## config.mk

```make
export PLATFORM = sky130hd
export DESIGN_NAME = stopwatch_cmd_sched
export DESIGN_NICKNAME = d
export VERILOG_FILES = /design/src/rtl/stopwatch_cmd_sched.sv
export SDC_FILE = /design/constraint.sdc
export NUM_CORES = 1
export LEC_CHECK = 0
export ABC_CLOCK_PERIOD_IN_PS = 2000
export BUFFER_PORTS_ARGS = -buffer_cell sky130_fd_sc_hd__buf_2
export CELL_PAD_IN_SITES_DETAIL_PLACEMENT = 1
export CELL_PAD_IN_SITES_GLOBAL_PLACEMENT = 2
export CORE_ASPECT_RATIO = 1.1
export CORE_MARGIN = 2
export CORE_UTILIZATION = 36
export DETAILED_ROUTE_END_ITERATION = 10
export PLACE_DENSITY = 0.73
export SLEW_MARGIN = 5
export SYNTH_ARGS = -nofsm -noshare
export SYNTH_HDL_FRONTEND = slang
export SYNTH_SLANG_ARGS = --single-unit
```

## constraint.sdc

```tcl
create_clock -name clk -period 2 [get_ports clk]
set_input_delay 0.4 -clock clk [delete_from_list [all_inputs] [get_ports clk]]
set_output_delay 0.4 -clock clk [all_outputs]
set_load 0.01 [all_outputs]
```

## src/rtl/stopwatch_cmd_sched.sv

```systemverilog
// Command scheduler for the stopwatch core: arbitrates two requesters, checks
// each command against core status, pulses the core and confirms the result.
module stopwatch_cmd_sched #(
  parameter int TIMEOUT = 15
) (
  input  logic       clk,
  input  logic       rst_n,
  input  logic       req0,
  input  logic [1:0] cmd0,
  output logic       ack0,
  input  logic       req1,
  input  logic [1:0] cmd1,
  output logic       ack1,
  output logic       resp_err,
  input  logic [1:0] core_status,
  output logic       sw_start,
  output logic       sw_stop,
  output logic       sw_reset,
  output logic       busy,
  output logic       grant_id
);

  typedef enum logic [1:0] {S_IDLE, S_ISSUE, S_WAIT, S_RESP} state_t;
  typedef enum logic [1:0] {CMD_NOP, CMD_START, CMD_STOP, CMD_RESET} cmd_t;

  localparam logic [1:0] ST_IDLE    = 2'b00;
  localparam logic [1:0] ST_RUNNING = 2'b01;
  localparam logic [1:0] ST_PAUSED  = 2'b10;
  localparam logic [7:0] TIMEOUT_LD = 8'(TIMEOUT);

  state_t     state_q, state_d;
  cmd_t       cmd_q, cmd_d, wcmd;
  logic [7:0] cnt_q, cnt_d;
  logic       ptr_q, ptr_d;
  logic       drop_q, drop_d;
  logic       gid_d, win, r0, r1;
  logic       ack_now, ack_err;
  logic       ack0_d, ack1_d, err_d, start_d, stop_d, reset_d;

  function automatic logic cmd_legal(input cmd_t c, input logic [1:0] st);
    unique case (c)
      CMD_START: return (st == ST_IDLE) || (st == ST_PAUSED);
      CMD_STOP:  return st == ST_RUNNING;
      CMD_RESET: return 1'b1;
      default:   return 1'b0;
    endcase
  endfunction

  function automatic logic [1:0] cmd_target(input cmd_t c);
    unique case (c)
      CMD_START: return ST_RUNNING;
      CMD_STOP:  return ST_PAUSED;
      default:   return ST_IDLE;
    endcase
  endfunction

  // NOTE: every signal assigned in this block gets a default first, so no path
  // leaves a value unassigned and no latch is inferred.
  always_comb begin
    state_d = state_q;
    cmd_d   = cmd_q;
    cnt_d   = cnt_q;
    ptr_d   = ptr_q;
    gid_d   = grant_id;
    drop_d  = 1'b0;
    ack_now = 1'b0;
    ack_err = 1'b0;
    start_d = 1'b0;
    stop_d  = 1'b0;
    reset_d = 1'b0;

    // The requester just acknowledged is masked for the handshake-drop cycle.
    r0 = req0 && !(drop_q && !grant_id);
    r1 = req1 && !(drop_q && grant_id);
    if (r0 && r1) begin
      if ((cmd0 == CMD_RESET) != (cmd1 == CMD_RESET)) win = (cmd1 == CMD_RESET);
      else                                            win = ~ptr_q;
    end else begin
      win = r1;
    end
    wcmd = win ? cmd_t'(cmd1) : cmd_t'(cmd0);

    unique case (state_q)
      S_IDLE: begin
        if (r0 || r1) begin
          gid_d = win;
          ptr_d = win;
          cmd_d = wcmd;
          if (wcmd != CMD_NOP && cmd_legal(wcmd, core_status)) begin
            state_d = S_ISSUE;
            start_d = (wcmd == CMD_START);
            stop_d  = (wcmd == CMD_STOP);
            reset_d = (wcmd == CMD_RESET);
          end else begin
            state_d = S_RESP;
            ack_now = 1'b1;
            ack_err = (wcmd != CMD_NOP);
          end
        end
      end
      S_ISSUE: begin
        cnt_d   = TIMEOUT_LD;
        state_d = S_WAIT;
      end
      S_WAIT: begin
        if (core_status == cmd_target(cmd_q)) begin
          state_d = S_RESP;
          ack_now = 1'b1;
        end else if (cnt_q <= 8'd1) begin
          cnt_d   = 8'd0;
          state_d = S_RESP;
          ack_now = 1'b1;
          ack_err = 1'b1;
        end else begin
          cnt_d = cnt_q - 8'd1;
        end
      end
      S_RESP: begin
        state_d = S_IDLE;
        drop_d  = 1'b1;
      end
    endcase

    ack0_d = ack_now && !gid_d;
    ack1_d = ack_now && gid_d;
    err_d  = ack_now && ack_err;
  end

  // NOTE: sequential state uses non-blocking assignments so every register
  // samples the pre-edge values regardless of statement order.
  always_ff @(posedge clk or negedge rst_n) begin
    if (!rst_n) begin
      state_q  <= S_IDLE;
      cmd_q    <= CMD_NOP;
      cnt_q    <= 8'd0;
      ptr_q    <= 1'b1;
      drop_q   <= 1'b0;
      grant_id <= 1'b0;
      ack0     <= 1'b0;
      ack1     <= 1'b0;
      resp_err <= 1'b0;
      sw_start <= 1'b0;
      sw_stop  <= 1'b0;
      sw_reset <= 1'b0;
      busy     <= 1'b0;
    end else begin
      state_q  <= state_d;
      cmd_q    <= cmd_d;
      cnt_q    <= cnt_d;
      ptr_q    <= ptr_d;
      drop_q   <= drop_d;
      grant_id <= gid_d;
      ack0     <= ack0_d;
      ack1     <= ack1_d;
      resp_err <= err_d;
      sw_start <= start_d;
      sw_stop  <= stop_d;
      sw_reset <= reset_d;
      busy     <= (state_d != S_IDLE);
    end
  end

endmodule

```

# Word level (Yosys, flattened, before mapping)
# Index checks and enable logic that the tools add are counted.
[classes]
n_bitwise = 1
multipliers = 0
order_cmp = 1
shift = 0
muxes = 37
addsub = 1
n_reduce_logical = 22
n_div = 0
eq_ne = 15
[ops]
columns = ["cell", "count"]
rows = [
  ["$mux W1", 23],
  ["$eq A2 B2 Y1 const B", 8],
  ["$mux W8", 2],
  ["$pmux W8 S2", 1],
  ["$mux W2", 6],
  ["$logic_and A1 B1 Y1", 9],
  ["$eq A2 B1 Y1 const B", 4],
  ["$le A8 B1 Y1 const B", 1],
  ["$pmux W2 S4", 1],
  ["$sub A8 B1 Y8 const B", 1],
  ["$reduce_bool A2 Y1", 3],
  ["$logic_not A1 Y1", 4],
  ["$logic_not A2 Y1", 2],
  ["$pmux W1 S2", 2],
  ["$pmux W2 S2", 1],
  ["$reduce_and A2 Y1", 2],
  ["$pmux W1 S3", 1],
  ["$eq A2 B2 Y1", 1],
  ["$logic_or A1 B1 Y1", 2],
  ["$ne A2 B2 Y1 const B", 1],
  ["$ne A1 B1 Y1", 1],
  ["$not A1 Y1", 1],
]
[totals]
inputBits = 10
ramBits = 0
rom_bits = 0
latchBits = 0
out_inout_bits = 8
memories = 0
regBits = 22
word_cells = 90

# Depth between registers and ports, before layout
[depth]
depth_word = 16
depth_mapped = 6
mapped_depth_nobuf = 6

# Worst setup path after synthesis
# Ideal clock, no wire load.
[synth_timing]
path_kind = "reg2reg"
start = "reg cnt_q[0]"
end = "reg busy"
setup_ns = 0.144
n_path_buf = 0
t_arrival_ns = 1.551
stages_incl_launch_ff = 7
slack_ns = 0.306
synth_period_minus_slack_ns = 1.694
required_ns = 1.856
cell_sequence = "dfrtp_1 -> inv_1 -> ha_1 -> o211ai_1 -> o211ai_1 -> a211oi_1 -> o221ai_1"
[synth_via]
elab_chain_cells = 5
[synth_rtl]
columns = ["item", "line", "text"]
rows = [
  ["from (decl)", "33", "logic [7:0] cnt_q, cnt_d;"],
  ["from (signal assigned)", "149", "cnt_q <= cnt_d;"],
  ["$le A8 B1 Y1", "109", "end else if (cnt_q <= 8'd1) begin"],
  ["$mux W2", "109", ""],
  ["$mux W2", "106", "if (core_status == cmd_target(cmd_q)) begin"],
  ["$pmux W2 S4", "83", "unique case (state_q)"],
  ["$reduce_bool A2 Y1", "159", "busy <= (state_d != S_IDLE);"],
  ["to (signal assigned)", "159", ""],
  ["to (decl)", "19", "output logic busy,"],
]
# No other way between the ends.
# A chain may end at the register's enable or synchronous reset.

# Final worst setup path
# Ends and elaborated chain as after synthesis.

==> out/metrics.csv <==
metric,value,unit
ys.flop_type,dfrtp_1,
hold_ws,101.0,ps
num_vias,1144,
rsz0062_at_grt,no,
cp_max_fo,6,
period_share,0.9345,
yosys.area_share.simple,0.1601,
dpl_cell_area,1582,µm²
hpwl,2740,µm
start_util,0.3818,
row_count,23,
slowest_delay,440,ps
finalHoldViolations,0,
clkTransAtPathRegs,90,ps
antenna-diode-count,0,
finalWirelength,3451,µm
die_w,63.60,µm
clk_latency,260,ps
min_path_type,input port to asynchronous set/reset pin,
antenna_found_initial,0,
layout_commonest_cell,dfrtp_1,
worst_pin_slew,522.3,ps
fin_tns_setup,0,ps
max_freq,0.5350,GHz
final_area,1658,µm²
die_y,69.55,µm
cp-start-kind,flip-flop,
first_global_vias,1276,
status,"complete, no violations",
arrival,2000,ps
worst-setup-path-type,flip-flop to flip-flop,
power.switching,1.043,mW
seq_power_share,0.324,
fin_nets,177,
cpMostUsedCell,o211ai_1,
syn_avg_cell_area,10.34,µm²
slew-limit-headroom,0.6518,
post-place-cells,206,
drtAntennaViolNets,0,
synthXorXnorAreaFrac,0.02491,
ys_seq_area_frac,0.3923,
cp-end-kind,flip-flop,
synth_nets,152,
netlist_instances,136,
async_flop_share,1.000,
internal_power,1.403,mW
cap_violations,0,
ctsHoldBuffers,0,
required,2130,ps
setup_violations,0,
io_buffer_count,17,
ys_warn_count,0,
routed_via_density,5.448,
drc,0,
grt-ovfl-total,0,
h-tree-depth,1,
final_cell_mix,"dfrtp_1, buf_2, nand2_1",
dr.first_iter.drc_count,28,
stdcell_count,210,
fin_worst_skew,7.354,ps
period_needed,1869,ps
place_congestion,0.7698,
clock-root-buffer,clkbuf_8,
multi_input_area,812.0,µm²
synth_top_family_by_area,compound AO/OA/AOI/OAI gates,
crit_chain,inv_1 -> ha_1 -> o211ai_1 -> o211ai_1 -> a211oi_2 -> o221ai_1,
comb_power_share,0.503,
cp_slowest_cell,dfrtp_1,
synth-compound-area-share,0.3203,
cts.sinks,22,
netlist_area,1406,µm²
fillers,434,
syn_to_final_growth,17.88,%
max-vdd-ir-drop,0.6287,mV
fin_util,0.4501,
grt_pass1_wl,6058,µm
synthAdderAreaFrac,0.05338,
routedWlPerCell,16.43,µm
p_leak,0.7442,nW
switching_share,0.4265,
slew_violations,0,
synth-edff-count,0,
drt_pass1_iterations,4,
cts-buffers-inserted,3,
ioPinCount,18,
synth_cell_types,46,
core-area,3684,µm²
grt_max_degree,23,
clock_power_share,0.173,
cts_tree,yes,
die-area,4423,µm²
drive_gt1_frac,0.2688,
grtUsageTotal,0.1738,
worstRegToRegCells,6,
powerDensity,1476,nW/µm²
muxShareOfSynthArea,0.01512,
synth_seq_cells,22,
clock_path_buffers,2,
regArea,551.8,µm²
## critical path, delay by kind of cell, from the launching register on
family,cells,cell delay (ps)
buffers and inverters,1,70
adders and majority gates,1,270
AOI/OAI and AO/OA,4,960
DFF,1,440
## through the flow
step	worst slack [ps]	total power, mW
2_1_floorplan	305.6	1.633
3_3_place_gp	43.68	1.988
3_5_place_dp	71.16	2.036
4_1_cts	38.57	2.469
5_1_grt	1.469	2.666
6_report	131.0	2.446
## layout make-up
class / count / area share
multi-input combinational: 102 / 0.4898
clock inverter: 1 / 0.01811
sequential: 22 / 0.3328
clock buffer: 3 / 0.02491
tap: 50 / 0.03774
timing repair buffer: 22 / 0.07396
inverter: 10 / 0.02264
## registers in the layout, indices dropped and copies added (netlist names)
name,flops
cnt_q,8
cmd_q,2
state_q,2
ack0,1
ack1,1
busy,1
drop_q,1
grant_id,1
ptr_q,1
resp_err,1
sw_reset,1
sw_start,1
sw_stop,1
## Yosys cell counts (2+ instances only)
library cell  instances  area, µm²
xor2_1                4      35.03
a31oi_1               3      18.77
nand3b_1              3      22.52
a21o_1                2      15.01
nor2_1                9      33.78
o221ai_1              2      17.52
o21ai_0               3      15.01
buf_2                 2      10.01
nor3_1                6      30.03
a311oi_4              2      52.55
o211a_1               2      20.02
a211oi_4              2      40.04
dfrtp_1              21      525.5
nand2b_1              5      31.28
a21oi_1               7      35.03
and2_1                2      12.51
and2_2                2      15.01
a211oi_1              2      15.01
o2111a_1              2      22.52
inv_1                 9      33.78
nand3_1               2      10.01
ha_1                  6      75.07
o211ai_1              5      37.54
nand2_1              11      41.29
## timing repair
action,4_1_cts,5_1_grt
buffers inserted,0,0
endpoints found under the setup margin,0,2
resized for setup,0,1
## routing by layer
| layer | vias to the layer above | GRT usage | part of all wire |
|---|---|---|---|
| met3 | 2 | 0.02435 | 0.024 |
| met2 | 11 | 0.3240 | 0.52 |
| met1 | 577 | 0.2059 | 0.45 |
| met4 | 0 | 0.04348 | 0.0070 |
| met5 | - | 0 | 0 |
| li1 | 554 | - | - |
## cell families after synthesis
group                    count (synthesis)
multiplexers                             2
flip-flops                              22
XOR/XNOR                                 4
AO/OA/AOI/OAI                           47
AND/OR/NAND/NOR                         43
adder cells (fa/ha/maj)                  6
buffers and inverters                   12
## path summary, 6_finish.rpt
| kind | slack (ps) | startpoint | endpoint |
|---|---|---|---|
| setup reg to reg | 130 | cnt_q[0] | busy |
| setup / recovery | 130 | cnt_q[0] | busy |
| max in group asynchronous | 1540 | rst_n | ptr_q |
| min in group clk | 440 | core_status[0] | sw_start |
| hold / removal | 100 | rst_n | cnt_q[2] |
| hold reg to reg | 500 | cnt_q[4] | cnt_q[4] |
## power by group through the flow
stage	Clock, mW	Combinational [mW]	Sequential (mW)
after global placement	0	1.19	0.796
after detailed placement	0	1.23	0.802
after CTS	0.438	1.24	0.795
final	0.422	1.23	0.793
after floorplan	0	0.858	0.775
after global routing	0.452	1.39	0.826
(Power assumes the default switching activity.)
